==> config.mk <==
export PLATFORM = sky130hd
export DESIGN_NAME = matrix_power_gen_flat
export DESIGN_NICKNAME = d
export VERILOG_FILES = /design/src/rtl/matrix_power_gen_if.sv /design/src/rtl/matrix_power_gen.sv /design/src/flat_wrapper.sv
export SDC_FILE = /design/constraint.sdc
export NUM_CORES = 1
export LEC_CHECK = 0
export CAP_MARGIN = 5
export CORE_MARGIN = 5
export CORE_UTILIZATION = 55
export CTS_CLUSTER_DIAMETER = 80
export DETAILED_ROUTE_END_ITERATION = 8
export PLACE_DENSITY_LB_ADDON = 0.15
export REMOVE_ABC_BUFFERS = 1
export SLEW_MARGIN = 20
export SYNTH_ARGS = -nofsm -noshare
export SYNTH_HDL_FRONTEND = slang
export SYNTH_SLANG_ARGS = --single-unit
==> constraint.sdc <==
create_clock -name clock -period 24.3 [get_ports clock]
set_input_delay 4.86 -clock clock [delete_from_list [all_inputs] [get_ports clock]]
set_output_delay 4.86 -clock clock [all_outputs]
set_load 0.005 [all_outputs]
==> src/rtl/matrix_power_gen_if.sv <==
// Request/result bundle between the matrix-power generator and whoever drives it.
// The master issues start/poly/steps; the slave returns busy/done and the eight matrix rows.
interface matrix_power_gen_if #(
  parameter int STEP_W = 8
);
  logic              start;
  logic [7:0]        poly;
  logic [STEP_W-1:0] steps;
  logic              busy;
  logic              done;
  logic [7:0]        matrix_row_0;
  logic [7:0]        matrix_row_1;
  logic [7:0]        matrix_row_2;
  logic [7:0]        matrix_row_3;
  logic [7:0]        matrix_row_4;
  logic [7:0]        matrix_row_5;
  logic [7:0]        matrix_row_6;
  logic [7:0]        matrix_row_7;

  modport master (
    output start, poly, steps,
    input  busy, done,
    input  matrix_row_0, matrix_row_1, matrix_row_2, matrix_row_3,
    input  matrix_row_4, matrix_row_5, matrix_row_6, matrix_row_7
  );

  modport slave (
    input  start, poly, steps,
    output busy, done,
    output matrix_row_0, matrix_row_1, matrix_row_2, matrix_row_3,
    output matrix_row_4, matrix_row_5, matrix_row_6, matrix_row_7
  );
endinterface

==> src/rtl/matrix_power_gen.sv <==
// Computes M^K over GF(2) for an 8-bit Galois LFSR by square-and-multiply, one row per clock.
// Optional macro MATRIX_POW_EARLY_EXIT_EN: stop squaring once no higher bits of K remain.
module matrix_power_gen #(
  parameter int STEP_W = 8
) (
  input logic              clock,
  input logic              reset,
  matrix_power_gen_if.slave bus
);

  localparam int BIT_W = (STEP_W > 1) ? $clog2(STEP_W) : 1;
  localparam logic [7:0][7:0] IDENT = 64'h8040201008040201;
`ifdef MATRIX_POW_EARLY_EXIT_EN
  localparam bit EARLY_EXIT = 1'b1;
`else
  localparam bit EARLY_EXIT = 1'b0;
`endif

  typedef enum logic [1:0] {IDLE, MUL, SQR, FIN} state_e;

  state_e            state_q, state_d;
  logic [2:0]        row_q, row_d;
  logic [BIT_W-1:0]  bit_q, bit_d;
  logic [STEP_W-1:0] k_q, k_d;
  logic              busy_q, busy_d;
  logic              done_q, done_d;
  logic [7:0][7:0]   r_q, r_d;
  logic [7:0][7:0]   p_q, p_d;
  logic [7:0][7:0]   t_q, t_d;
  logic [7:0][7:0]   out_q, out_d;

  logic [7:0] mul_row;
  logic [7:0] sq_row;
  logic       upper_zero;

  // One row of A*B: XOR of the B rows selected by the set bits of A's row.
  function automatic logic [7:0] row_mul(input logic [7:0] a_row, input logic [7:0][7:0] b);
    logic [7:0] acc;
    acc = '0;
    for (int j = 0; j < 8; j++) begin
      if (a_row[j]) acc = acc ^ b[j];
    end
    return acc;
  endfunction

  function automatic logic [7:0][7:0] base_m(input logic [7:0] poly);
    logic [7:0][7:0] m;
    m[0] = poly;
    for (int i = 1; i < 8; i++) m[i] = 8'h01 << (i - 1);
    return m;
  endfunction

  assign mul_row    = row_mul(r_q[row_q], p_q);
  assign sq_row     = row_mul(p_q[row_q], p_q);
  assign upper_zero = ((k_q >> bit_q) >> 1) == '0;

  always_comb begin
    state_d = state_q;
    row_d   = row_q;
    bit_d   = bit_q;
    k_d     = k_q;
    busy_d  = busy_q;
    done_d  = 1'b0;
    r_d     = r_q;
    p_d     = p_q;
    t_d     = t_q;
    out_d   = out_q;
    case (state_q)
      IDLE: begin
        if (bus.start) begin
          k_d     = bus.steps;
          r_d     = IDENT;
          p_d     = base_m(bus.poly);
          bit_d   = '0;
          row_d   = '0;
          busy_d  = 1'b1;
          state_d = (EARLY_EXIT && bus.steps == '0) ? SQR : MUL;
        end
      end
      MUL: begin
        // Rows are rewritten in place: each new row needs only its own old row and P.
        if (k_q[bit_q]) r_d[row_q] = mul_row;
        row_d = row_q + 3'd1;
        if (row_q == 3'd7) state_d = SQR;
      end
      SQR: begin
        if (EARLY_EXIT && row_q == 3'd0 && upper_zero) begin
          state_d = FIN;
        end else begin
          t_d[row_q] = sq_row;
          row_d      = row_q + 3'd1;
          if (row_q == 3'd7) begin
            // P is still needed by every row, so it is replaced only once all rows exist.
            p_d[7]   = sq_row;
            p_d[6:0] = t_q[6:0];
            bit_d    = bit_q + 1'b1;
            state_d  = (bit_q == BIT_W'(STEP_W - 1)) ? FIN : MUL;
          end
        end
      end
      FIN: begin
        out_d   = r_q;
        done_d  = 1'b1;
        busy_d  = 1'b0;
        state_d = IDLE;
      end
      default: state_d = IDLE;
    endcase
  end

  always_ff @(posedge clock or posedge reset) begin
    if (reset) begin
      state_q <= IDLE;
      row_q   <= '0;
      bit_q   <= '0;
      k_q     <= '0;
      busy_q  <= 1'b0;
      done_q  <= 1'b0;
      r_q     <= IDENT;
      p_q     <= IDENT;
      t_q     <= IDENT;
      out_q   <= IDENT;
    end else begin
      state_q <= state_d;
      row_q   <= row_d;
      bit_q   <= bit_d;
      k_q     <= k_d;
      busy_q  <= busy_d;
      done_q  <= done_d;
      r_q     <= r_d;
      p_q     <= p_d;
      t_q     <= t_d;
      out_q   <= out_d;
    end
  end

  assign bus.busy         = busy_q;
  assign bus.done         = done_q;
  assign bus.matrix_row_0 = out_q[0];
  assign bus.matrix_row_1 = out_q[1];
  assign bus.matrix_row_2 = out_q[2];
  assign bus.matrix_row_3 = out_q[3];
  assign bus.matrix_row_4 = out_q[4];
  assign bus.matrix_row_5 = out_q[5];
  assign bus.matrix_row_6 = out_q[6];
  assign bus.matrix_row_7 = out_q[7];

endmodule

==> src/flat_wrapper.sv <==
// flat-port wrapper written by rule: the top's interface ports become plain ports
module matrix_power_gen_flat 
#(
  parameter int STEP_W = 8
)
  (clock, reset, bus_start, bus_poly, bus_steps, bus_busy, bus_done, bus_matrix_row_0, bus_matrix_row_1, bus_matrix_row_2, bus_matrix_row_3, bus_matrix_row_4, bus_matrix_row_5, bus_matrix_row_6, bus_matrix_row_7);
  matrix_power_gen_if #(.STEP_W(STEP_W)) bus_i ();
  input logic clock;
  input logic reset;
  input wire logic [$bits(bus_i.start)-1:0] bus_start;
  input wire logic [$bits(bus_i.poly)-1:0] bus_poly;
  input wire logic [$bits(bus_i.steps)-1:0] bus_steps;
  output wire logic [$bits(bus_i.busy)-1:0] bus_busy;
  output wire logic [$bits(bus_i.done)-1:0] bus_done;
  output wire logic [$bits(bus_i.matrix_row_0)-1:0] bus_matrix_row_0;
  output wire logic [$bits(bus_i.matrix_row_1)-1:0] bus_matrix_row_1;
  output wire logic [$bits(bus_i.matrix_row_2)-1:0] bus_matrix_row_2;
  output wire logic [$bits(bus_i.matrix_row_3)-1:0] bus_matrix_row_3;
  output wire logic [$bits(bus_i.matrix_row_4)-1:0] bus_matrix_row_4;
  output wire logic [$bits(bus_i.matrix_row_5)-1:0] bus_matrix_row_5;
  output wire logic [$bits(bus_i.matrix_row_6)-1:0] bus_matrix_row_6;
  output wire logic [$bits(bus_i.matrix_row_7)-1:0] bus_matrix_row_7;
  assign bus_i.start = bus_start;
  assign bus_i.poly = bus_poly;
  assign bus_i.steps = bus_steps;
  assign bus_busy = bus_i.busy;
  assign bus_done = bus_i.done;
  assign bus_matrix_row_0 = bus_i.matrix_row_0;
  assign bus_matrix_row_1 = bus_i.matrix_row_1;
  assign bus_matrix_row_2 = bus_i.matrix_row_2;
  assign bus_matrix_row_3 = bus_i.matrix_row_3;
  assign bus_matrix_row_4 = bus_i.matrix_row_4;
  assign bus_matrix_row_5 = bus_i.matrix_row_5;
  assign bus_matrix_row_6 = bus_i.matrix_row_6;
  assign bus_matrix_row_7 = bus_i.matrix_row_7;
  matrix_power_gen #(.STEP_W(STEP_W)) u_core (.clock(clock), .reset(reset), .bus(bus_i));
endmodule
After elaboration in Yosys (flattened, before gate mapping)
Cells that the tools add are included.

operators by class
  $add $sub $neg = 2
  order comparisons = 3
  equality and inequality tests = 9
  muxes and demuxes = 44
  bitwise logic cells = 14
  reductions and logical operators = 13

operators by type and width
  kind                 number
  $mux 64              4
  $pmux 64 s2          2
  $mux 8               19
  $bwmux 64            2
  $xor 8x8->8          14
  $bmux 8 s3           2
  $demux 8 s3          1
  $pmux 3 s2           2
  $reduce_and 3->1     3
  $lt 3x4->1 const B   2
  $mux 2               4
  $pmux 2 s4           1
  $reduce_bool 2->1    4
  $add 3x1->3 const B  2
  $eq 3x3->1 const B   2
  $mux 3               2
  $ne 2x1->1 const B   3
  $reduce_and 2->1     3
  $eq 2x2->1 const B   2
  $bmux 1 s3           1
  $ge 3x1->1 const B   1
  $mux 1               3
  $eq 2x1->1 const B   1
  $logic_not 2->1      1
  other kinds (4)      4

word-level totals
  flip-flop bits (word level) = 274
  input bits = 19
  output and inout bits = 66
  word-level logic and storage cells = 123

Longest topological paths before layout
Gate-level depths: netlist of run 1.

  word-level depth = 20
  mapped depth = 10

Worst setup path after synthesis of run 1
No wires, ideal clock.

  path type = in2reg
  start = input port bus_start
  end = register u_core.r_q[45] (netlist name)
  library setup time = 85 ps
  arrival time = 6,079 ps
  required time = 24,215 ps
  slack = 18,136 ps
  stages = 6
  buffers on the path = 0
  cells stage by stage = nor2b_1 -> a211oi_2 -> nand3_1 -> nor2_1 -> inv_1 -> a2bb2oi_1

between the ends
  word-level cells in the longest chain between the ends = 2

RTL lines
  what                               line                     text
  from (decl)                        flat_wrapper.sv:10       input wire logic [$bits(bus_i.start)-1:0] bus_start;
  $ne 2x2->1 (no source line)        -
  $reduce_and 3->1 (no source line)  -
  to (signal assigned)               matrix_power_gen.sv:130  r_q <= r_d;
  to (decl)                          matrix_power_gen.sv:27   logic [7:0][7:0] r_q, r_d;

No other way between the ends.
A chain may end at the register's enable or synchronous reset.

Worst setup path in the final report of run 1
  start = input port bus_start
  end = register u_core.p_q[14] (netlist name)

between the ends
  word-level cells in the longest chain between the ends = 2

RTL lines
  what                               line                     text
  $ne 2x2->1 (no source line)        -
  $reduce_and 3->1 (no source line)  -
  to (signal assigned)               matrix_power_gen.sv:131  p_q <= p_d;
  to (decl)                          matrix_power_gen.sv:28   logic [7:0][7:0] p_q, p_d;

No other way between the ends.

==> flow_summary.json, run 1 <==
{
  "antenna_found_initial": 0,
  "cts.htree.levels": 1,
  "synth_ff_type": "dfrtp_1",
  "io_buffers": 84,
  "drc": 0,
  "cp-start-kind": "input pin",
  "die_w_microns": 163.6,
  "cts_setup_buffers": 0,
  "clk_pin_slew_ns": 0.06,
  "dp_hpwl_microns": 22100,
  "drtIter0Drc": 709,
  "netlist_area_sq_um": 12980,
  "hold_buffers": 0,
  "io_pins": 85,
  "crit_start": "bus_start",
  "outcome": "complete, no violations",
  "cp_max_fo": 25,
  "grt_pass1_wl_microns": 52940,
  "core_area_sq_um": 23330,
  "root_buffer": "clkbuf_16",
  "endpoint_kind": "flop",
  "drive_gt1_frac": 0.2000,
  "dieArea_sq_um": 26770,
  "tightest_slew_ns": 1.151,
  "seq_area_sq_um": 6698,
  "yosysWarnings": 0,
  "area_growth_pct": 15.24,
  "worst_slack_ns": 17.66,
  "synth_cells": 1080,
  "synthArstFlopShare": 1.000,
  "hold_path.class": "reg -> reg",
  "crit_arrival_ns": 7.12,
  "synth_most_common_cell": "dfrtp_1",
  "synth_top_area_frac": 0.4532,
  "seqPwrFrac": 0.335,
  "finalCriticalPeriod_ns": 6.642,
  "grt_max_degree": 132,
  "wirelength_microns": 33410,
  "cts_buffers": 28,
  "syn_area_per_cell_sq_um": 12.01,
  "ir_worst_vdd_uv": 82.61,
  "dr.pass1.iters": 5,
  "multi_input_area_sq_um": 5978,
  "synth_cell_types": 59,
  "met3_usage": 0.03861,
  "seq_area_frac_synth": 0.5160,
  "diodes": 0,
  "period_share": 0.2733,
  "switching_power_mw": 0.8286,
  "swShare": 0.4193,
  "path_cells": "clkdlybuf4s50_1 > nand2b_1 > and3_1 > buf_4 > a22o_1",
  "slowest_stage": "and3_1",
  "fin_nets": 1186,
  "clock.fmax_ghz": 0.1506,
  "first_global_vias": 9078,
  "p_comb_frac": 0.457,
  "cap_violations": 0,
  "power_density_nw_per_um2": 132.1,
  "critPathRequiredTime_ns": 24.78,
  "via_per_inst": 6.140,
  "wl_per_cell_microns": 22.29,
  "rsz0062_at_grt": "no",
  "rows": 56,
  "track_usage": 0.2536,
  "ant_nets": 0,
  "yosys.area.top_type": "dfrtp_1",
  "crit-reg2reg-launch": "u_core.row_q[1]$_DFFE_PP0P_",
  "fillers": 1864,
  "max-slew-margin-rel": 0.2329,
  "power.share.clock": 0.207,
  "setup_viol": 0,
  "synth_commonest_cells": "dfrtp_1, nand2_1, a22o_1",
  "cts_sinks": 266,
  "finalSetupTns_ns": 0,
  "place_congestion": 0.9103,
  "place_ws_ns": 17.11,
  "die_h_microns": 163.6,
  "synth-seq-cells": 266,
  "synth_area_leaders": "dfrtp_1, mux2_2, a22o_1, dfstp_2, xnor2_1",
  "num_vias": 9204,
  "clockBufferDepth": 3,
  "crit_type": "in -> reg",
  "globalRouteOverflowTotal": 0,
  "crit_buf_inv": 2,
  "post_cts_resized": 0,
  "finalMaxSlewViolations": 0,
  "synth_edf_count": 0,
  "grt.met1_usage": 0.3533,
  "busiest_layer": "met2",
  "use_met2": 0.4055,
  "leakagePower_nw": 6.437,
  "finalHoldViolCount": 0,
  "clock_latency_ns": 0.56,
  "fin_skew_ns": 0.02287,
  "cts_tree": "done",
  "cp_top_family": "simple AND/OR/NAND/NOR gates",
  "p_int_mw": 1.147,
  "critical-path-max-stage-delay_ns": 0.81,
  "start_util": 0.5561,
  "hold_start": "u_core.t_q[45]$_DFFE_PP1P_"
}
==> sequential cells by signal (all words and copies together), names as in the netlist <==
name / count
u_core.bit_q: 3
u_core.bus.busy: 1
u_core.bus.done: 1
u_core.bus.matrix_row_0: 8
u_core.bus.matrix_row_1: 8
u_core.bus.matrix_row_2: 8
u_core.bus.matrix_row_3: 8
u_core.bus.matrix_row_4: 8
u_core.bus.matrix_row_5: 8
u_core.bus.matrix_row_6: 8
u_core.bus.matrix_row_7: 8
u_core.k_q: 8
u_core.p_q: 64
u_core.r_q: 64
u_core.row_q: 3
u_core.state_q: 2
u_core.t_q: 56
==> cell families after synthesis <==
group / share of synthesized area
AOI/OAI and AO/OA: 0.1422
xor gates and xnor gates: 0.09411
adders and majority gates: 0.007714
buffers and inverters: 0.02353
DFF: 0.5160
muxes: 0.1255
and+or+nand+nor: 0.09093
==> metrics by stage <==
| stage | utilization | cells | total power, mW | hold WS (ns) | cell area (sq um) |
|---|---|---|---|---|---|
| after floorplan | - | 1031 | 1.249 | 0.4453 | 12710 |
| after global placement | 0.6029 | 1448 | 1.545 | 0.4556 | 14070 |
| after detailed placement | 0.6029 | 1448 | 1.562 | 0.4573 | 14070 |
| after CTS | 0.6409 | 1499 | 1.975 | 0.4656 | 14950 |
| after global routing | 0.6409 | 1499 | 2.076 | 0.4882 | 14950 |
| final | 0.6409 | 1499 | 1.976 | 0.4652 | 14950 |
==> area by class of cell <==
type                            count  share of cell area
Sequential cell                   266              0.4479
Clock buffer                       42             0.05371
Timing Repair Buffer               98             0.06325
Tap cell                          319             0.02669
Clock inverter                      9            0.005689
Inverter                           10            0.003012
Multi-Input combinational cell    755              0.3998
==> path summary, 6_finish.rpt <==
kind	depth (start not counted)	slack, ns	endpoint
min in group asynchronous	2	4.90	u_core.bus.matrix_row_0[7]$_DFFE_PP0P_
max in group asynchronous	3	17.90	u_core.t_q[22]$_DFFE_PP0P_
worst max register to register	8	20.50	u_core.r_q[49]$_DFFE_PP0P_
worst max-delay path	5	17.66	u_core.p_q[14]$_DFFE_PP0P_
worst min register to register	2	0.47	u_core.t_q[45]$_DFFE_PP1P_
worst min-delay path	2	0.47	u_core.t_q[45]$_DFFE_PP1P_
==> cells in the final DEF (no fill, tap or decap), types with 33 or more instances in the layout <==
| master | n |
|---|---|
| a22o_1 | 100 |
| nand2_1 | 123 |
| a21oi_1 | 34 |
| mux2i_1 | 33 |
| clkdlybuf4s50_1 | 84 |
| dfrtp_1 | 233 |
| xnor2_1 | 54 |
| mux2_2 | 78 |
| nand3_1 | 39 |
| nor2_1 | 51 |
==> metal layers <==
metal  vias to the layer above  share of wire
met3                        86          0.067
met1                      4666           0.42
li1                       4098              -
met4                         0          0.040
met2                       354           0.47
met5                         -              0
==> worst min-delay path, stage by stage (launching register included) <==
cell and delay (ns):
dfstp_2 0.36, nand2_1 0.04, o21ai_1 0.05
==> power by group through the flow <==
| stage | Clock, mW | Combinational [mW] | Sequential [mW] |
|---|---|---|---|
| final | 0.410 | 0.904 | 0.662 |
| after CTS | 0.417 | 0.896 | 0.662 |
| after global routing | 0.438 | 0.962 | 0.677 |
| after floorplan | 0 | 0.591 | 0.658 |
| after detailed placement | 0 | 0.893 | 0.669 |
| after global placement | 0 | 0.880 | 0.665 |
Note: power is estimated with default switching activity, not from simulation.
==> run 2, diff against run 1 <==
- CORE_UTILIZATION: 55 -> 54
- clock period: 24.3 -> 5.7 ns (I/O delays scaled with it)
==> flow_summary.json, run 2 (same netlist as run 1, synthesis figures left out) <==
{
  "outcome": "complete, no violations",
  "die_w_microns": 165.0,
  "whs_ns": 0.4632,
  "tightest_slew_ns": 1.001,
  "power_density_nw_per_um2": 560.4,
  "place_congestion": 0.8916,
  "dr.pass1.iters": 5,
  "fin_skew_ns": 0.01609,
  "setup_viol": 0,
  "grt_max_degree": 119,
  "rows": 56,
  "drtIter0Drc": 661,
  "power_mw": 8.378,
  "core_area_sq_um": 23540,
  "finalSetupTns_ns": 0,
  "cts_buffers": 26,
  "cts_sinks": 266,
  "finalCriticalPeriod_ns": 3.745,
  "track_usage": 0.2460,
  "first_global_vias": 8830,
  "fin_nets": 1181,
  "io_buffers": 84,
  "critPathRequiredTime_ns": 6.17,
  "clock_latency_ns": 0.54,
  "cap_violations": 0,
  "wl_per_cell_microns": 22.10,
  "leakagePower_nw": 6.413,
  "clock.fmax_ghz": 0.2670,
  "max-slew-margin-rel": 0.3328,
  "cts.htree.levels": 1,
  "cp_max_fo": 34,
  "final_cells": 1493,
  "place_inst": 1445,
  "layout_commonest_cell": "dfrtp_1",
  "dieArea_sq_um": 27230,
  "antenna_found_initial": 0,
  "ir_worst_vdd_uv": 305.8,
  "place_ws_ns": 2.018,
  "globalRouteOverflowTotal": 0,
  "start_util": 0.5512,
  "finalHoldViolCount": 0,
  "area_growth_pct": 15.21,
  "finalMaxSlewViolations": 0,
  "ant_nets": 0,
  "cts_setup_buffers": 0,
  "crit_type": "reg -> reg",
  "io_pins": 85,
  "final_cell_mix": "dfrtp_1, nand2_1, a22o_1",
  "die_h_microns": 165.0,
  "clk_pin_slew_ns": 0.06,
  "reg.largest.list": "u_core.p_q (64), u_core.r_q (64), u_core.t_q (56)",
  "drc": 0,
  "diodes": 0,
  "num_vias": 9006,
  "period_share": 0.6570,
  "crit_arrival_ns": 4.22,
  "cp-start-kind": "flop",
  "dp_hpwl_microns": 21940,
  "cts_tree": "done",
  "hold_start": "u_core.t_q[27]$_DFFE_PP1P_",
  "crit_start": "u_core.row_q[1]$_DFFE_PP0P_",
  "endpoint_kind": "flop",
  "rsz0062_at_grt": "no",
  "clockBufferDepth": 3,
  "crit-reg2reg-launch": "u_core.row_q[1]$_DFFE_PP0P_",
  "hold_buffers": 0,
  "grt_pass1_wl_microns": 51990,
  "worst_slack_ns": 1.955,
  "hold_path.class": "reg -> reg",
  "via_per_inst": 6.032,
  "wirelength_microns": 32990,
  "root_buffer": "clkbuf_16",
  "drive_gt1_frac": 0.1993,
  "post_cts_resized": 0
}
[run 2: cell count changes in the layout (fill, tap and decap cells not counted), sizes merged]
cell      previous run  this run
clkbuf              42        38
clkinv               8         6
buf                 14        11
clkinvlp             0         1
bufinv               1         3
[run 2: power breakdown]
group / leakage [nW] / total (mW) / internal, mW / switching, mW
clock network: 0.428 / 1.76 / 1.04 / 0.720
logic: 2.54 / 3.76 / 1.44 / 2.32
registers: 3.45 / 2.86 / 2.43 / 0.437
[run 2: metrics by stage]
step	utilization	area [sq um]
6_report	0.6350	14950
2_1_floorplan	-	12710
3_5_place_dp	0.5974	14060
5_1_grt	0.6350	14950
4_1_cts	0.6350	14950
3_3_place_gp	0.5974	14060
[run 2: final timing paths]
check	end	slack [ns]	depth (start not counted)
worst max-delay path	u_core.r_q[49]$_DFFE_PP0P_	1.96	8
max in group asynchronous	u_core.p_q[9]$_DFFE_PP1P_	3.40	3
worst min-delay path	u_core.t_q[27]$_DFFE_PP1P_	0.46	2
min in group asynchronous	u_core.k_q[1]$_DFFE_PP0P_	1.16	2
worst min register to register	u_core.t_q[27]$_DFFE_PP1P_	0.46	2
worst max register to register	u_core.r_q[49]$_DFFE_PP0P_	1.96	8
[run 2: metal layers]
layer | global-route usage | part of all wire
met5 | 0 | 0
met4 | 0.08733 | 0.038
met3 | 0.03144 | 0.061
met2 | 0.3924 | 0.46
met1 | 0.3493 | 0.44
[run 2: cell type report]
cell class / count / area (sq um)
multi-input combinational: 755 / 5986
clock buffer: 38 / 735.7
inverter: 10 / 45.04
tap: 319 / 399.1
timing repair buffer: 95 / 935.9
sequential: 266 / 6698
fill: 1915 / 8593
clock inverter: 10 / 150.1
[run 2: critical path, cell delays in order (launching register included)]
cell	delay (ns)
dfrtp_2	0.68
buf_4	0.39
nand2_1	0.31
o22ai_1	0.16
a211oi_2	0.74
nand2_1	0.16
xnor3_1	0.41
xnor2_2	0.53
a22o_1	0.25
==> run 3, diff against run 2 <==
- CORE_UTILIZATION: 54 -> 55
- clock period: 5.7 -> 3.8 ns (I/O delays scaled with it)
==> flow_summary.json, run 3 (same netlist as run 1, synthesis figures left out) <==
{
  "outcome": "complete, no violations",
  "die_w_microns": 163.6,
  "die_h_microns": 163.6,
  "via_per_inst": 6.047,
  "cts_tree": "done",
  "setup_viol": 0,
  "drc": 0,
  "fin_skew_ns": 0.01923,
  "place_congestion": 0.9038,
  "hold_start": "u_core.t_q[45]$_DFFE_PP1P_",
  "crit_arrival_ns": 3.72,
  "whs_ns": 0.4640,
  "hold_path.class": "reg -> reg",
  "leakagePower_nw": 6.565,
  "grt_max_degree": 103,
  "finalCriticalPeriod_ns": 3.259,
  "rsz0062_at_grt": "no",
  "track_usage": 0.2565,
  "globalRouteOverflowTotal": 0,
  "period_share": 0.8575,
  "ff2ff_path_depth": 7,
  "dr.pass1.iters": 5,
  "area_growth_pct": 17.14,
  "cp-start-kind": "flop",
  "first_global_vias": 9072,
  "antenna_found_initial": 0,
  "core_area_sq_um": 23330,
  "hold_end": "u_core.t_q[45]$_DFFE_PP1P_",
  "wirelength_microns": 33650,
  "crit_type": "reg -> reg",
  "finalHoldViolCount": 0,
  "cts_buffers": 27,
  "tightest_slew_ns": 0.9826,
  "ant_nets": 0,
  "fillers": 1840,
  "clockBufferDepth": 3,
  "finalMaxSlewViolations": 0,
  "io_buffers": 84,
  "post_cts_resized": 0,
  "wl_per_cell_microns": 22.15,
  "crit-reg2reg-launch": "u_core.row_q[2]$_DFFE_PP0P_",
  "layout_commonest_cell": "dfrtp_1",
  "num_vias": 9186,
  "power_mw": 12.77,
  "clock_latency_ns": 0.54,
  "final_cell_mix": "dfrtp_1, nand2_1, a22o_1",
  "io_pins": 85,
  "start_util": 0.5561,
  "cts_setup_buffers": 0,
  "r2r_end": "u_core.r_q[10]$_DFFE_PP0P_",
  "fin_nets": 1206,
  "clk_pin_slew_ns": 0.06,
  "ir_worst_vdd_uv": 448.0,
  "endpoint_kind": "flop",
  "reg2reg_slack_ns": 0.54,
  "cts.htree.levels": 1,
  "hold_buffers": 0,
  "dieArea_sq_um": 26770,
  "diodes": 0,
  "utilization": 0.6515,
  "dp_hpwl_microns": 23750,
  "drtIter0Drc": 744,
  "critPathRequiredTime_ns": 4.26,
  "root_buffer": "clkbuf_16",
  "cts_sinks": 266,
  "cap_violations": 0,
  "cp_max_fo": 35,
  "grt_pass1_wl_microns": 53640,
  "reg.largest.list": "u_core.p_q (64), u_core.r_q (64), u_core.t_q (56)",
  "max-slew-margin-rel": 0.3430,
  "rows": 56,
  "drive_gt1_frac": 0.2183,
  "power_density_nw_per_um2": 840.3,
  "hold_path_depth": 2,
  "clock.fmax_ghz": 0.3069
}
[run 3: cell types whose count changed in the layout (fill, tap and decap cells not counted), sizes merged]
| cell | delta |
|---|---|
| inv | +1 |
| buf | +24 |
| clkinvlp | +3 |
| clkinv | +1 |
| clkbuf | -4 |
| bufinv | +1 |
[run 3: how the worst max path moves through the flow]
stage | to | slack [ns] | from
2_1_floorplan | u_core.bit_q[0]$_DFFE_PP0P_ | -4.23 | reset
3_3_place_gp | u_core.r_q[57]$_DFFE_PP0P_ | 0.65 | u_core.row_q[2]$_DFFE_PP0P_
3_5_place_dp | u_core.r_q[41]$_DFFE_PP0P_ | 0.58 | u_core.row_q[2]$_DFFE_PP0P_
4_1_cts | u_core.r_q[41]$_DFFE_PP0P_ | 0.56 | u_core.row_q[2]$_DFFE_PP0P_
5_1_grt | u_core.r_q[45]$_DFFE_PP1P_ | 0.43 | u_core.row_q[2]$_DFFE_PP0P_
6_report | u_core.r_q[10]$_DFFE_PP0P_ | 0.54 | u_core.row_q[2]$_DFFE_PP0P_
[run 3: through the flow]
stage          setup TNS (ns)  instance area [sq um]  instances  worst slack [ns]
2_1_floorplan        -1068.56                  12710       1031            -4.234
3_5_place_dp                0                  14260       1469            0.5816
5_1_grt                     0                  15200       1519            0.4250
4_1_cts                     0                  15200       1519            0.5582
3_3_place_gp                0                  14260       1469            0.6527
6_report                    0                  15200       1519            0.5414
[run 3: worst max-delay path, stage by stage, from the launching register on]
cell	delay (ns)
dfrtp_2	0.91
nand2b_1	0.33
o32ai_1	0.16
a211oi_2	0.52
nand2_1	0.17
xnor3_1	0.41
xnor2_2	0.46
a22o_1	0.23
[run 3: power by group]
part / total, mW / internal, mW / switching (mW)
combinational: 5.64 / 2.31 / 3.32
clock: 2.77 / 1.66 / 1.11
sequential: 4.37 / 3.64 / 0.735
[run 3: routing by layer]
layer  vias to the layer above  track usage  share of wire
met5                         -            0              0
met4                         0       0.1094          0.045
met3                        82      0.03280          0.071
met2                       359       0.3933           0.45
met1                      4619       0.3714           0.43
li1                       4126            -              -
[run 3: layout make-up]
class / instances / area (sq um) / area share
Clock buffer: 34 / 742.0 / 0.04881
Clock inverter: 16 / 197.7 / 0.01301
Timing Repair Buffer: 119 / 1141 / 0.07507
Multi-Input combinational cell: 755 / 5978 / 0.3933
Sequential cell: 266 / 6698 / 0.4406
Inverter: 10 / 45.04 / 0.002963
Tap cell: 319 / 399.1 / 0.02626
